### src/rtl/gcnt_alarm_iom.sv
// Multi-channel alarm comparator against a free-running global count, with an MCS IO bus
// register interface, wrap-safe compare, periodic reload and an atomic 2-word count read.
module gcnt_alarm_iom #(
    parameter int unsigned COUNT_BITS = 56,
    parameter int unsigned NUM_CH     = 4
) (
    input  logic                  clk,
    input  logic                  rst_n,
    input  logic [COUNT_BITS-1:0] count,
    input  logic                  io_addr_strobe,
    input  logic                  io_read_strobe,
    input  logic                  io_write_strobe,
    input  logic [11:0]           io_address,
    input  logic [3:0]            io_byte_enable,
    input  logic [31:0]           io_write_data,
    output logic [31:0]           io_read_data,
    output logic                  io_ready,
    output logic [NUM_CH-1:0]     alarm,
    output logic                  irq
);

    localparam int unsigned HI_BITS = COUNT_BITS - 32;
    localparam logic [COUNT_BITS-1:0] HALF = {1'b1, {(COUNT_BITS-1){1'b0}}};

    logic [COUNT_BITS-1:0] cmp_q    [NUM_CH];
    logic [31:0]           period_q [NUM_CH];
    logic [NUM_CH-1:0]     en_q, periodic_q, ie_q, pending_q, alarm_q;
    logic [HI_BITS-1:0]    shadow_q;
    logic [31:0]           rdata_q, rdata_d;
    logic                  ready_q, irq_q;

    logic [COUNT_BITS-1:0] diff [NUM_CH];
    logic [NUM_CH-1:0]     due, w1c;
    logic                  rd_en, wr_en, ch_space, status_hit, cnt_lo_hit, cnt_hi_hit;
    logic [3:0]            ch_sel;
    logic [1:0]            reg_sel;

    assign rd_en      = io_addr_strobe & io_read_strobe;
    assign wr_en      = io_addr_strobe & io_write_strobe & (io_byte_enable == 4'hF);
    assign ch_space   = (io_address[11:8] == 4'h0) && (io_address[1:0] == 2'b00);
    assign ch_sel     = io_address[7:4];
    assign reg_sel    = io_address[3:2];
    assign status_hit = (io_address == 12'h100);
    assign cnt_lo_hit = (io_address == 12'h104);
    assign cnt_hi_hit = (io_address == 12'h108);
    assign w1c        = (wr_en && status_hit) ? io_write_data[NUM_CH-1:0] : '0;

    // (count - cmp) below half-range means cmp is at or behind count: wrap-safe "due".
    always_comb begin
        for (int n = 0; n < NUM_CH; n++) begin
            diff[n] = count - cmp_q[n];
            due[n]  = en_q[n] & (diff[n] < HALF);
        end
    end

    always_comb begin
        rdata_d = '0;
        if (ch_space) begin
            for (int n = 0; n < NUM_CH; n++) begin
                if (ch_sel == 4'(n)) begin
                    case (reg_sel)
                        2'd0:    rdata_d = cmp_q[n][31:0];
                        2'd1:    rdata_d = 32'(cmp_q[n][COUNT_BITS-1:32]);
                        2'd2:    rdata_d = period_q[n];
                        default: rdata_d = {29'b0, ie_q[n], periodic_q[n], en_q[n]};
                    endcase
                end
            end
        end else if (status_hit) begin
            rdata_d = 32'(pending_q);
        end else if (cnt_lo_hit) begin
            rdata_d = count[31:0];
        end else if (cnt_hi_hit) begin
            rdata_d = 32'(shadow_q);
        end
    end

    always_ff @(posedge clk or negedge rst_n) begin
        if (!rst_n) begin
            for (int n = 0; n < NUM_CH; n++) begin
                cmp_q[n]    <= '0;
                period_q[n] <= '0;
            end
            en_q       <= '0;
            periodic_q <= '0;
            ie_q       <= '0;
            pending_q  <= '0;
            alarm_q    <= '0;
            shadow_q   <= '0;
            rdata_q    <= '0;
            ready_q    <= 1'b0;
            irq_q      <= 1'b0;
        end else begin
            ready_q   <= io_addr_strobe;
            rdata_q   <= rd_en ? rdata_d : '0;
            alarm_q   <= due;
            pending_q <= (pending_q & ~w1c) | due;
            irq_q     <= |(pending_q & ie_q);
            if (rd_en && cnt_lo_hit) begin
                shadow_q <= count[COUNT_BITS-1:32];
            end
            for (int n = 0; n < NUM_CH; n++) begin
                if (due[n]) begin
                    if (periodic_q[n] && (period_q[n] != 32'd0)) begin
                        cmp_q[n] <= cmp_q[n] + COUNT_BITS'(period_q[n]);
                    end else begin
                        en_q[n] <= 1'b0;
                    end
                end
                // CPU writes come last so they override the hardware update above.
                if (wr_en && ch_space && (ch_sel == 4'(n))) begin
                    case (reg_sel)
                        2'd0:    cmp_q[n][31:0] <= io_write_data;
                        2'd1:    cmp_q[n][COUNT_BITS-1:32] <= io_write_data[HI_BITS-1:0];
                        2'd2:    period_q[n] <= io_write_data;
                        default: begin
                            en_q[n]       <= io_write_data[0];
                            periodic_q[n] <= io_write_data[1];
                            ie_q[n]       <= io_write_data[2];
                        end
                    endcase
                end
            end
        end
    end

    assign io_read_data = rdata_q;
    assign io_ready     = ready_q;
    assign alarm        = alarm_q;
    assign irq          = irq_q;

endmodule

### config.mk
export PLATFORM = sky130hd
export DESIGN_NAME = gcnt_alarm_iom
export DESIGN_NICKNAME = d
export VERILOG_FILES = /design/src/rtl/gcnt_alarm_iom.sv
export SDC_FILE = /design/constraint.sdc
export NUM_CORES = 2
export LEC_CHECK = 0
export CAP_MARGIN = 20
export CORE_ASPECT_RATIO = 2
export CORE_MARGIN = 10
export CORE_UTILIZATION = 50
export CTS_BUF_LIST = sky130_fd_sc_hd__clkbuf_4
export DETAILED_ROUTE_END_ITERATION = 7
export PLACE_DENSITY = 0.66
export SKIP_CTS_REPAIR_TIMING = 1
export SLEW_MARGIN = 20
export SYNTH_ARGS = -nofsm -noshare
export SYNTH_HDL_FRONTEND = slang
export SYNTH_SLANG_ARGS = --single-unit
### constraint.sdc
create_clock -name clk -period 9.48 [get_ports clk]
set_clock_uncertainty 0.2 [all_clocks]
set_input_delay 2.844 -clock clk [delete_from_list [all_inputs] [get_ports clk]]
set_output_delay 2.844 -clock clk [all_outputs]
set_load 0.03 [all_outputs]
==> results.md <==
Clocking:
- The CTS buffer count is 108.
- The maximum root-to-sink buffer count is 3.
- The later pin in the worst-skew pair is clocked with a latency of roughly 1100 ps.
- The H-tree was split into 3 levels.
- The cell sitting at the root of the clock tree is a clkbuf_4.
- The clock tree from TritonCTS is built.
- Clock-pin slew was measured on the worst setup and hold paths at 80 ps.
- The clock drives 430 sinks.

Timing:
- The achievable clock frequency is 146 MHz.
- The count of endpoints failing hold in the final timing report came to 0.
- The slew at the pin closest to its max-slew limit is 1310 ps.
- On the final layout, the worst hold slack is 328 ps.
- For the finished layout, the period the worst path requires is a little under 7000 ps.
- The worst pin sits at a relative slew slack of 12.3%.
- Setup violations remaining at the end of the flow were counted as 0.
- The final-report max-slew violation count was 0.
- Setup slack closes at ~2600 ps.
- The share of the clock period used by the worst path after layout is 72.1%.
- Summed over all failing endpoints, the final setup total negative slack is 0 ps.
- Setup repair after global routing left no endpoint under its margin.

Worst setup path:
- The buffer and inverter count on the worst path is 2.
- The data arrival time at the worst-slack endpoint is 7510 ps.
- The setup check on the worst reg-to-reg path leaves a slack of 4490 ps.
- The critical path goes through clkdlybuf4s50_1, ha_1, nand4_1, nor4_1, nor3b_1, a22o_1, o21bai_1, a2bb2oi_1, mux2i_4, buf_4, nand4_1, xnor2_1, a21oi_1.
- The maximum fanout along the worst path is 22.
- The cell with the largest stage delay on the worst path is nor4_1.
- The critical path startpoint category is a primary input.
- For this run, the slowest stage of the critical path takes a little over 900 ps.
- The cell seen most often among critical-path stages is nand4_1.
- Data on the critical path is required at its endpoint by 10160 ps.
- Grouping stages by cell kind, the critical path spends the most delay in simple AND/OR/NAND/NOR gates.
- The worst setup path is captured at a register.
- By startpoint and endpoint, the worst setup path is classified as primary input to register.

Routing:
- The number of detailed-route iterations in the first pass is 6.
- Wire segments on met3 add up to between 15000 and 20000 microns in the final route.
- Once detail routing completed, the nets flagged for antenna violations numbered 0.
- The number of remaining DRC errors is 0.
- The number of design-rule violations left by the first detailed-router iteration is just over 4000.
- Signal routing reaches up to met5.
- For this block, the routed nets add up to 170000 microns of wire.
- After detailed routing, the wire length on met1 is 60700 microns.
- Detailed routing inserted a total of 34348 vias.
- The average routed wire per standard cell is 33.1 microns.
- The met2 wire length is between 70000 and 80000 microns.
- The routed via count divided by cell count is between 6 and 7.

Finish:
- Fill cells in the final layout number 6498.
- The number of nets in the finished design is 4595.
- The final design instance area without fill is 38700 sq um.
- After the flow finishes, the layout carries non-filler instances totaling 5133.
- Of the cells placed in the final design, the portion with a size suffix greater than 1 is 10.9%.
- The synthesis-to-layout area growth is 10.9%.
- Once layout is complete, the utilization of the core stands at 55.7%.

Pwr:
- The analysis attributes to cell leakage a power of 17.6 nW.
- The clock network power share is 43.3%.
- The total internal power is 2.80 mW.
- In this run the power density over the cells is 104 nW/um^2.
- VDD sags by at most 0.0907 mV.
- The share of power burned in combinational logic is between 10 and 15%.
- Sequential cells burn 45.6% of the power.
- The total chip power is 4.03 mW.
- In this run switching power makes up 30.6% of total power.
- The analysis attributes to net switching a power of ~1.2 mW.

Floorplan:
- The die is 394 microns tall.
- The overall die width is 207 microns.
- The number of top-level pins is between 100 and 150.
- The die covers 81400 sq um.
- Once the floorplan was initialized, standard cells occupied about half of the core.
- The total area inside the core boundary comes to between 60000 and 70000 sq um.
- Row generation in the floorplan step produced 137 rows.

Synth:
- The post-synth net total is 4475.
- By area the synthesized netlist is led by dfrtp_1, ha_1, mux2i_1.
- Of the synthesized area, sequential elements account for 30.8%.
- After synthesis the netlist holds a flip-flop and latch count of 430.
- The number of different library cells used by synthesis comes to 94.
- Dividing the synthesized area by the synthesized cell count gives 8.69 sq um.
- The post-synthesis cell area is 34900 sq um.
- Yosys printed 0 warnings.
- The share of the synthesized area in the top cell type is 30.8%.
- The most area-hungry cell type in the Yosys netlist is dfrtp_1.
- The most used flip-flop cell after synthesis is dfrtp_1.
- In this run, synthesis inferred 0 flip-flops with an integrated enable.
- The share of flip-flops with an asynchronous set or reset after synthesis is 100%.
- Synthesis produced 4018 cells.

Global route:
- The number of global-route vias before repair is 32928.
- The combined global-route utilization of all metal layers is 41.2%.
- The largest net degree at the start of global routing is 128.
- The total overflow left after global routing is 0.
- The first global-routing pass estimated 239000 microns of wire.
- The initial antenna violation count was 12.

Place:
- Once placement finished, the instance area stood at between 30000 and 40000 sq um.
- The half-perimeter wire length of the detailed placement result is 130000 microns.
- The cell count after placement is 4931.
- Buffers placed on the I/O ports in this run total between 100 and 150.
- The congestion estimate from routability-driven global placement came to ~1.1.
- Prior to clock tree synthesis, the placed netlist has a worst setup slack of around 1800 ps.

Status:
- The run finished with clean final reports.

Worst hold path:
- In this run the worst hold path is classified as register to register.

Job:
- Max-cap violations in this run came to 0.
==> registers in the layout (all words and copies together), names as in the netlist <==
name	flops
irq	1
shadow_q	24
period_q	128
en_q	4
pending_q	4
ie_q	4
cmp_q	224
alarm	4
io_ready	1
io_read_data	32
periodic_q	4
==> area by class of cell <==
type | count | area (sq um) | area share [%]
multi-input combinational | 3110 | 22300 | 57.7
sequential | 430 | 10800 | 27.8
clock inverter | 45 | 302 | 0.779
clock buffer | 147 | 1100 | 2.85
antenna | 10 | 25.0 | 0.0647
tap | 903 | 1130 | 2.92
timing repair buffer | 218 | 2050 | 5.29
inverter | 270 | 1010 | 2.62
==> power groups by stage <==
stage / Combinational, mW / Sequential (mW) / Clock [mW]
2_1_floorplan: 0.170 / 1.87 / 0
6_report: 0.447 / 1.84 / 1.75
5_1_grt: 0.463 / 1.84 / 1.85
3_5_place_dp: 0.427 / 1.87 / 0
3_3_place_gp: 0.423 / 1.87 / 0
4_1_cts: 0.429 / 1.84 / 1.77
==> Yosys cell counts, types with 15 or more instances <==
cell	instances
mux2i_1	200
a21o_1	107
xor2_1	35
nand4_1	66
o21ai_0	263
nor2b_1	26
nand3_1	77
o22ai_1	30
mux2_2	153
mux4_2	20
a211oi_1	40
dfrtp_1	430
or3_1	22
a21oi_1	376
a31oi_1	37
nor3_1	54
o21bai_1	16
a22oi_1	31
inv_1	270
xnor2_1	150
nor4_1	49
buf_1	15
nor2_1	334
o21a_1	24
buf_2	52
and3_1	34
ha_1	344
and2_1	16
clkbuf_1	129
nand2b_1	21
o211ai_1	36
nand2_1	334
==> per-layer routing <==
layer  track usage (%)  vias up
met5                 0        -
met4              33.1        4
met3              9.24      620
met2              62.7     2230
met1              48.9    16610
li1                  -    14884
==> worst paths after layout <==
| kind | start | end | cells after the start |
|---|---|---|---|
| max | count[17] | cmp_q[219] | 13 |
| min | pending_q[2] | pending_q[2] | 1 |
| max reg2reg | cmp_q[169] | cmp_q[216] | 13 |
| min reg2reg | pending_q[2] | pending_q[2] | 1 |
| max in group asynchronous | rst_n | period_q[44] | 2 |
| min in group asynchronous | rst_n | cmp_q[170] | 1 |
==> cell usage in the layout, fill, tap and decap left out, types with 13 or more instances in the layout <==
cell type	n
mux2i_1	198
clkinv_1	30
nor4_1	49
and4_1	13
xor2_1	35
a22oi_1	31
or3_1	22
nand3_1	77
mux2_2	153
a2111oi_0	13
a21oi_1	376
o31ai_1	13
nand2_1	331
a21o_1	107
o22ai_1	30
o21bai_1	16
inv_1	270
o21ai_0	262
a31oi_1	37
buf_4	69
nand4_1	66
nor2b_1	24
clkdlybuf4s50_1	141
xnor2_1	150
and3_1	33
ha_1	344
nor3_1	53
mux4_2	20
o211ai_1	36
o21a_1	24
and2_1	15
a211oi_1	39
nand2b_1	21
nor2_1	334
dfrtp_1	430
clkbuf_4	147
==> cell families (layout without fill, tap and decap cells) <==
| group | Yosys count | in the layout | synth area share [%] |
|---|---|---|---|
| AO/OA/AOI/OAI | 1109 | 1109 | 19.8 |
| adder cells (fa/ha/maj) | 348 | 348 | 12.6 |
| other | 0 | 10 | 0 |
| flip-flops | 430 | 430 | 30.8 |
| AND/OR/NAND/NOR | 1094 | 1094 | 14.7 |
| multiplexers | 374 | 374 | 12.0 |
| XOR/XNOR | 185 | 185 | 4.64 |
| buffers and inverters | 478 | 680 | 5.45 |
Note: power is estimated with default switching activity, not from simulation.
